<file path="src/rtl/mem_stage_pkg.sv">
// Shared constants and types for the memory-access pipeline stage.
// Exports: control bit indices, FSM state enum, full-word byte-enable value.
package mem_stage_pkg;

    localparam int CTL_RD   = 0;
    localparam int CTL_WR   = 1;
    localparam int CTL_RW   = 2;
    localparam int CTL_BYTE = 3;

    localparam logic [3:0] BE_WORD = 4'hF;

    typedef enum logic [1:0] {
        IDLE,
        BUSY,
        DONE
    } state_t;

endpackage

</file>
<file path="src/rtl/mem_lane_align.sv">
// Byte-lane steering: store replication, byte enables, load byte extract.
// Ports: byte_acc/lane select mode; store_data/load_word in; lanes out.
module mem_lane_align
    import mem_stage_pkg::*;
(
    input  logic        byte_acc,
    input  logic [1:0]  lane,
    input  logic [31:0] store_data,
    input  logic [31:0] load_word,
    output logic [31:0] store_lanes,
    output logic [3:0]  byte_en,
    output logic [31:0] load_data
);

    always_comb begin
        store_lanes = store_data;
        byte_en     = BE_WORD;
        load_data   = load_word;
        if (byte_acc) begin
            store_lanes = {4{store_data[7:0]}};
            byte_en     = 4'b0001 << lane;
            unique case (lane)
                2'd0: load_data = {24'b0, load_word[7:0]};
                2'd1: load_data = {24'b0, load_word[15:8]};
                2'd2: load_data = {24'b0, load_word[23:16]};
                2'd3: load_data = {24'b0, load_word[31:24]};
                default: load_data = load_word;
            endcase
        end
    end

endmodule

</file>
<file path="src/rtl/mem_access_stage.sv">
// Memory-access stage: EX/M in, req/ack data memory, M/WB results out.
// Ports: clk, reset (async low), EX/M inputs, stall, mem_* bus, wb_*, mem_err.
// Build option: MEM_STAGE_BYTE_EN enables byte accesses and alignment checks.
module mem_access_stage
    import mem_stage_pkg::*;
#(
    parameter int TIMEOUT = 16
) (
    input  logic        clk,
    input  logic        reset,
    input  logic        valid_in,
    input  logic [31:0] address_in,
    input  logic [31:0] data_in,
    input  logic [3:0]  control_in,
    input  logic [4:0]  rgD_index_in,
    output logic        stall,
    output logic        mem_req,
    output logic        mem_we,
    output logic [31:0] mem_addr,
    output logic [31:0] mem_wdata,
    output logic [3:0]  mem_be,
    input  logic        mem_ack,
    input  logic [31:0] mem_rdata,
    output logic        wb_valid,
    output logic [31:0] wb_data,
    output logic [4:0]  wb_rd,
    output logic        wb_reg_write,
    output logic        mem_err
);

    localparam int CW = (TIMEOUT > 2) ? $clog2(TIMEOUT) : 1;

    state_t        state;
    logic [CW-1:0] cnt;
    logic [31:0]   rdata_q;
    logic          err_q;

    logic        is_rd;
    logic        is_wr;
    logic        is_mem;
    logic        byte_acc;
    logic        misalign;
    logic        illegal;
    logic        accept;
    logic        timed_out;
    logic [31:0] al_wdata;
    logic [31:0] al_rdata;
    logic [3:0]  al_be;

    assign is_rd  = control_in[CTL_RD];
    assign is_wr  = control_in[CTL_WR];
    assign is_mem = is_rd | is_wr;

`ifdef MEM_STAGE_BYTE_EN
    assign byte_acc = control_in[CTL_BYTE];
    assign misalign = !byte_acc && (address_in[1:0] != 2'b00);
`else
    logic unused_byte_ctl;
    assign unused_byte_ctl = control_in[CTL_BYTE];
    assign byte_acc = 1'b0;
    assign misalign = 1'b0;
`endif

    assign illegal   = (is_rd && is_wr) || (is_mem && misalign);
    assign accept    = valid_in && is_mem && !illegal;
    assign timed_out = (cnt == CW'(TIMEOUT - 1));

    mem_lane_align u_align (
        .byte_acc    (byte_acc),
        .lane        (address_in[1:0]),
        .store_data  (data_in),
        .load_word   (mem_rdata),
        .store_lanes (al_wdata),
        .byte_en     (al_be),
        .load_data   (al_rdata)
    );

    // Gated by reset so an aborted access releases the pipeline at once.
    always_comb begin
        stall = 1'b0;
        if (reset) begin
            case (state)
                IDLE:    stall = accept;
                BUSY:    stall = 1'b1;
                default: stall = 1'b0;
            endcase
        end
    end

    always_ff @(posedge clk or negedge reset) begin
        if (!reset) begin
            state        <= IDLE;
            cnt          <= '0;
            rdata_q      <= '0;
            err_q        <= 1'b0;
            mem_req      <= 1'b0;
            mem_we       <= 1'b0;
            mem_addr     <= '0;
            mem_wdata    <= '0;
            mem_be       <= '0;
            wb_valid     <= 1'b0;
            wb_data      <= '0;
            wb_rd        <= '0;
            wb_reg_write <= 1'b0;
            mem_err      <= 1'b0;
        end else begin
            mem_err <= 1'b0;
            case (state)
                IDLE: begin
                    wb_valid <= 1'b0;
                    if (valid_in) begin
                        if (illegal) begin
                            wb_valid     <= 1'b1;
                            wb_data      <= address_in;
                            wb_rd        <= rgD_index_in;
                            wb_reg_write <= 1'b0;
                            mem_err      <= 1'b1;
                        end else if (is_mem) begin
                            mem_req   <= 1'b1;
                            mem_we    <= is_wr;
                            mem_addr  <= {address_in[31:2], 2'b00};
                            mem_wdata <= al_wdata;
                            mem_be    <= al_be;
                            cnt       <= '0;
                            state     <= BUSY;
                        end else begin
                            wb_valid     <= 1'b1;
                            wb_data      <= address_in;
                            wb_rd        <= rgD_index_in;
                            wb_reg_write <= control_in[CTL_RW];
                        end
                    end
                end
                BUSY: begin
                    if (mem_ack) begin
                        mem_req <= 1'b0;
                        rdata_q <= al_rdata;
                        err_q   <= 1'b0;
                        state   <= DONE;
                    end else if (timed_out) begin
                        mem_req <= 1'b0;
                        rdata_q <= '0;
                        err_q   <= 1'b1;
                        state   <= DONE;
                    end else begin
                        cnt <= cnt + 1'b1;
                    end
                end
                DONE: begin
                    wb_valid     <= 1'b1;
                    wb_data      <= err_q ? 32'b0 :
                                    (mem_we ? address_in : rdata_q);
                    wb_rd        <= rgD_index_in;
                    wb_reg_write <= control_in[CTL_RW] && !err_q;
                    mem_err      <= err_q;
                    cnt          <= '0;
                    state        <= IDLE;
                end
                default: state <= IDLE;
            endcase
        end
    end

endmodule

</file>
<file path="config.mk">
export PLATFORM = sky130hd
export DESIGN_NAME = mem_access_stage
export DESIGN_NICKNAME = d
export VERILOG_FILES = /design/src/rtl/mem_stage_pkg.sv /design/src/rtl/mem_lane_align.sv /design/src/rtl/mem_access_stage.sv
export SDC_FILE = /design/constraint.sdc
export NUM_CORES = 1
export LEC_CHECK = 0
export CORE_UTILIZATION = 48
export DETAILED_ROUTE_END_ITERATION = 7
export PLACE_DENSITY = 0.83
export SLEW_MARGIN = 5
export SYNTH_ARGS = -nofsm -noshare
export SYNTH_HDL_FRONTEND = slang
export SYNTH_HIERARCHICAL = 1
export SYNTH_SLANG_ARGS = --single-unit
</file>
<file path="constraint.sdc">
create_clock -name clk -period 3.8 [get_ports clk]
set_input_delay 1.14 -clock clk [delete_from_list [all_inputs] [get_ports clk]]
set_output_delay 1.14 -clock clk [all_outputs]
set_load 0.005 [all_outputs]
</file>
* Word level (Yosys, flattened, before mapping)
Index checks and enable logic that the tools add are counted.
Cells by class: equality and inequality tests 10, $add $sub $neg 1, reductions and logical operators 17, muxes and demuxes 45, bitwise gates (word level) 2
Operator list (count):
- 32-bit 2-to-1 mux | 7
- 32-bit one-hot mux with 2 select lines | 1
- 4-bit 2-to-1 mux | 5
- 1-bit 2-to-1 mux | 16
- 5-bit 2-to-1 mux | 3
- 4-bit one-hot mux with 3 select lines | 1
- 2-bit 2-to-1 mux | 5
- 2-bit != test, second input constant | 5
- 1-bit one-hot mux with 2 select lines | 5
- 5-bit one-hot mux with 2 select lines | 1
- 4-bit AND reduction | 2
- 3-bit != test, second input constant | 2
- 6-bit AND reduction | 1
- 2-bit nonzero test | 3
- 5-bit AND reduction | 1
- 4-bit by 1-bit adder with 4-bit output, second input constant | 1
- 4-bit equality test, second input constant | 1
- 1-bit logical AND | 4
- 2-bit one-hot mux with 2 select lines | 1
- 3-bit AND reduction | 1
- 3-bit nonzero test | 1
- 2-bit by 1-bit equality test with 1-bit output, second input constant | 1
- 2-bit equality test, second input constant | 1
- 1-bit zero test | 2
- 4 further kinds | 4
Storage, ports and cells: flip-flop bits (word level) 144, output and inout port bits 111, logic and storage cells 89

* Logic depth before layout (Yosys ltp)
depth after elaboration 5, gate-level depth with buffers 7, gate-level depth less buffers 5

* By module
Netlist, hierarchy kept.
By module, submodules not included:
- mem_access_stage | cells each 402, times used 1, area each 5972.0 um2
- mem_lane_align | cells each 139, times used 1, area each 810.8 um2

* Least setup slack after synthesis
No wires, ideal clock.
path kind input -> output, from input control_in[0], to output stall, path buffers 0, arrival time 1.753 ns, path slack 0.907 ns, stages 3, cell sequence ha_1 -> nor3b_2 -> o211a_1
Between the ends: cells in the longest elaborated chain, start to end 5, elaborated cells between the ends (all ways) 7, those cells by class mux: 2; bitwise: 1; reduce/logical: 4
RTL lines:
- from (decl) | line mem_access_stage.sv:14 | input logic [3:0] control_in,
- 1-bit OR / 1-bit logical AND (equally long branches) | line mem_access_stage.sv:52, mem_access_stage.sv:64
- 1-bit logical AND / 1-bit zero test (equally long branches) | line mem_access_stage.sv:65 | assign accept = valid_in && is_mem && !illegal;
- 1-bit logical AND (*) | line mem_access_stage.sv:65
- 1-bit one-hot mux with 2 select lines (*) | line mem_access_stage.sv:82 | case (state)
- 1-bit 2-to-1 mux (*) | line mem_access_stage.sv:81 | if (reset) begin
- to (decl) | line mem_access_stage.sv:16 | output logic stall,
Mark *: on every way between the ends. The rest lies on a longest branch, timed or not.

* Worst setup path after layout
Ends and elaborated chain as after synthesis.

==> out/results.tsv <==
metric	value	unit
status	finished, final reports clean	
post-synthesis sequential area ratio	0.542	
largest family of logic cells by synthesized area	multiplexers	
Post-Synth XOR/XNOR Area	0	
# H-tree levels	4	
Setup CP Type	input pin to output pin	
ANT cells	0	
grt peak-use layer	met2	
post-synthesis area per instance	12.5	um^2
main flop type after synthesis	dfrtp_1	
crit end category	output pin	
final hold violations	0	
largest net degree at the start of global routing	80	
clock latency at the later pin of the worst-skew pair	0.42	ns
initial antenna violation count	0	
Netlist cell types	42	
DR iter-0 viols	255	
sequential standard cell area	3680	um^2
Core Region	13800	um^2
slowest CP cell	clkdlybuf4s50_1	
Initial Util	0.491	
Hold Buf Count CTS	0	
Post-DP Area	8950	um^2
Final Setup Violations	0	
number of synthesized flops with an enable pin	0	
worst slew pin tran	1.09	ns
final setup TNS	0	ns
R2R depth	3	
Synth Area in Adders	0.00553	
CTS buffer count	17	
Synth warnings	6	
I/O Buffers	216	
CP Cell Sequence	clkdlybuf4s50_1 > inv_1 > ha_1 > nor3b_2 > o211a_1 > dlygate4sd2_1	
fin cells	936	
routed vias	5143	
asr flop ratio synth	1.00	
Worst R2R Start	state[1]	
pre-CTS worst setup slack	-0.109	ns
final clock period utilization by the worst path	0.961	
GP Congestion	0.806	
share of post-route cells with drive strength above 1	0.169	
Setup crit end	stall	
most frequent cells in the layout	clkdlybuf4s50_1, dfrtp_1, mux2_2	
Cells after DPL	903	
WP depth	6	
Syn-to-layout area delta	40.9	%
grt ovf	0	
WL per Instance	18.5	um
Max Slew Vio Count	0	
P per Cell Area	740	nW/um^2
beginning of the critical path	control_in[0]	
post-layout util	0.691	
CP required	2.66	ns
Critical Path AT	2.51	ns
overall power	7.07	mW
reg-to-reg setup timing slack	1.66	ns
Post-Syn Area	6780	um^2
vias in the first global route	5282	
final net count	855	
setup skew after layout	0.00830	ns
max_cap viols	0	
met3 usage	0.0714	
Max clock buf depth	2	
post-route cell area	9560	um^2
relative slew slack	0.268	
Bufs and invs on worst path	3	
Synth Instances	541	
critical path peak fanout	2	
CTS tree	built	
met2 usage	0.393	
Reg clk slew, reported paths	0.06	ns
post-DP HPWL	12300	um
leak pwr	4.25	nW
CP delay by family, top	buffers and inverters	
simple-gate portion of the synthesized area	0.0845	
compound-gate portion of the synthesized area	0.144	
#FFs+latches synth	147	
unrepaired setup endpoints after global routing	false	
Filler cells	947	
first-pass GRT wire length	27500	um
Post-Route WL	17400	um
Multi-input gate area	2630	um^2
Rows	43	
Clock Sinks	147	
Hold/Removal Path Class	flop to flop	
Ports	220	
Die W	121	um
DRC violations left	0	
Reg2Reg Capture Point	wb_data[27]	
Max VDD drop	0.370	mV
crit start category	input pin	
post-synthesis mux area share	0.151	
met1 Usage GRT	0.317	
vias per cell	5.49	
final setup margin	0.148	ns
Detail Route Antenna Nets	0	
fmax	274	MHz
WHS	0.485	ns
CTS root buf	clkbuf_16	
die area	14600	um^2
leading cell type in the layout, fill and taps excluded	clkdlybuf4s50_1	
fin crit period	3.65	ns
die height	121	um
CP max stage delay	0.49	ns
gr usage total	0.246	
Pre-antenna DRT Iters	4	
-- how the worst min path moves through the flow --
stage | depth (start not counted) | start | end
after detailed placement | 1 | wb_data[23] | wb_data[23]
after global routing | 1 | wb_reg_write | wb_reg_write
after floorplan | 1 | rdata_q[0] | rdata_q[0]
final | 1 | wb_reg_write | wb_reg_write
after global placement | 1 | mem_req | mem_req
after CTS | 1 | wb_reg_write | wb_reg_write
-- routing by layer --
layer  up-vias  wire (um)
met5         -          0
met1      2568       7440
li1       2333          -
met2       216       8260
met4         0        334
met3        26       1310
-- kinds of logic (layout without fill, tap and decap cells) --
logic type / count (synthesis) / in the layout
flip-flops: 147 / 147
AO/OA/AOI/OAI: 122 / 122
multiplexers: 90 / 90
AND/OR/NAND/NOR: 90 / 90
buffers and inverters: 88 / 301
adder cells (fa/ha/maj): 3 / 3
other: 1 / 3
-- what timing repair did --
action / 4_1_cts / 5_1_grt
hold endpoints to repair: 0 / 0
endpoints found under the setup margin: 1 / 0
buffers inserted: 1 / 0
gates resized for setup: 2 / 0
-- cell usage after synthesis, drive strengths merged, types with 3 or more instances --
master	count	area, um^2
dfrtp	147	3680
mux2	72	841
inv	41	154
buf	38	298
nor2b	33	209
a22o	32	280
o21ai	32	171
and2	26	168
a221o	22	220
mux2i	18	180
nand2	12	45.0
o2bb2ai	12	105
clkbuf	9	37.5
a222oi	8	80.1
a31oi	5	31.3
and2b	5	37.5
a21oi	4	20.0
ha	3	37.5
nor2	3	11.3
nor3b	3	32.5
-- report_power, final --
group	internal (mW)	switching, mW
Clock	1.04	0.675
Combinational	1.75	0.870
Sequential	2.29	0.447
Total	5.08	1.99
-- registers in the layout, summed over array words and instances (netlist names) --
signal,cells
cnt,4
err_q,1
mem_addr,30
mem_be,4
mem_err,1
mem_req,1
mem_wdata,32
mem_we,1
rdata_q,32
state,2
wb_data,32
wb_rd,5
wb_reg_write,1
wb_valid,1
-- layout make-up --
type                            instances  share of cell area
Multi-Input combinational cell        308               0.275
Inverter                               41              0.0161
Clock buffer                           17              0.0445
Timing Repair Buffer                  228               0.237
Tap cell                              180              0.0236
Clock inverter                         15              0.0191
Sequential cell                       147               0.385
Power figures use the tool's default switching activity.
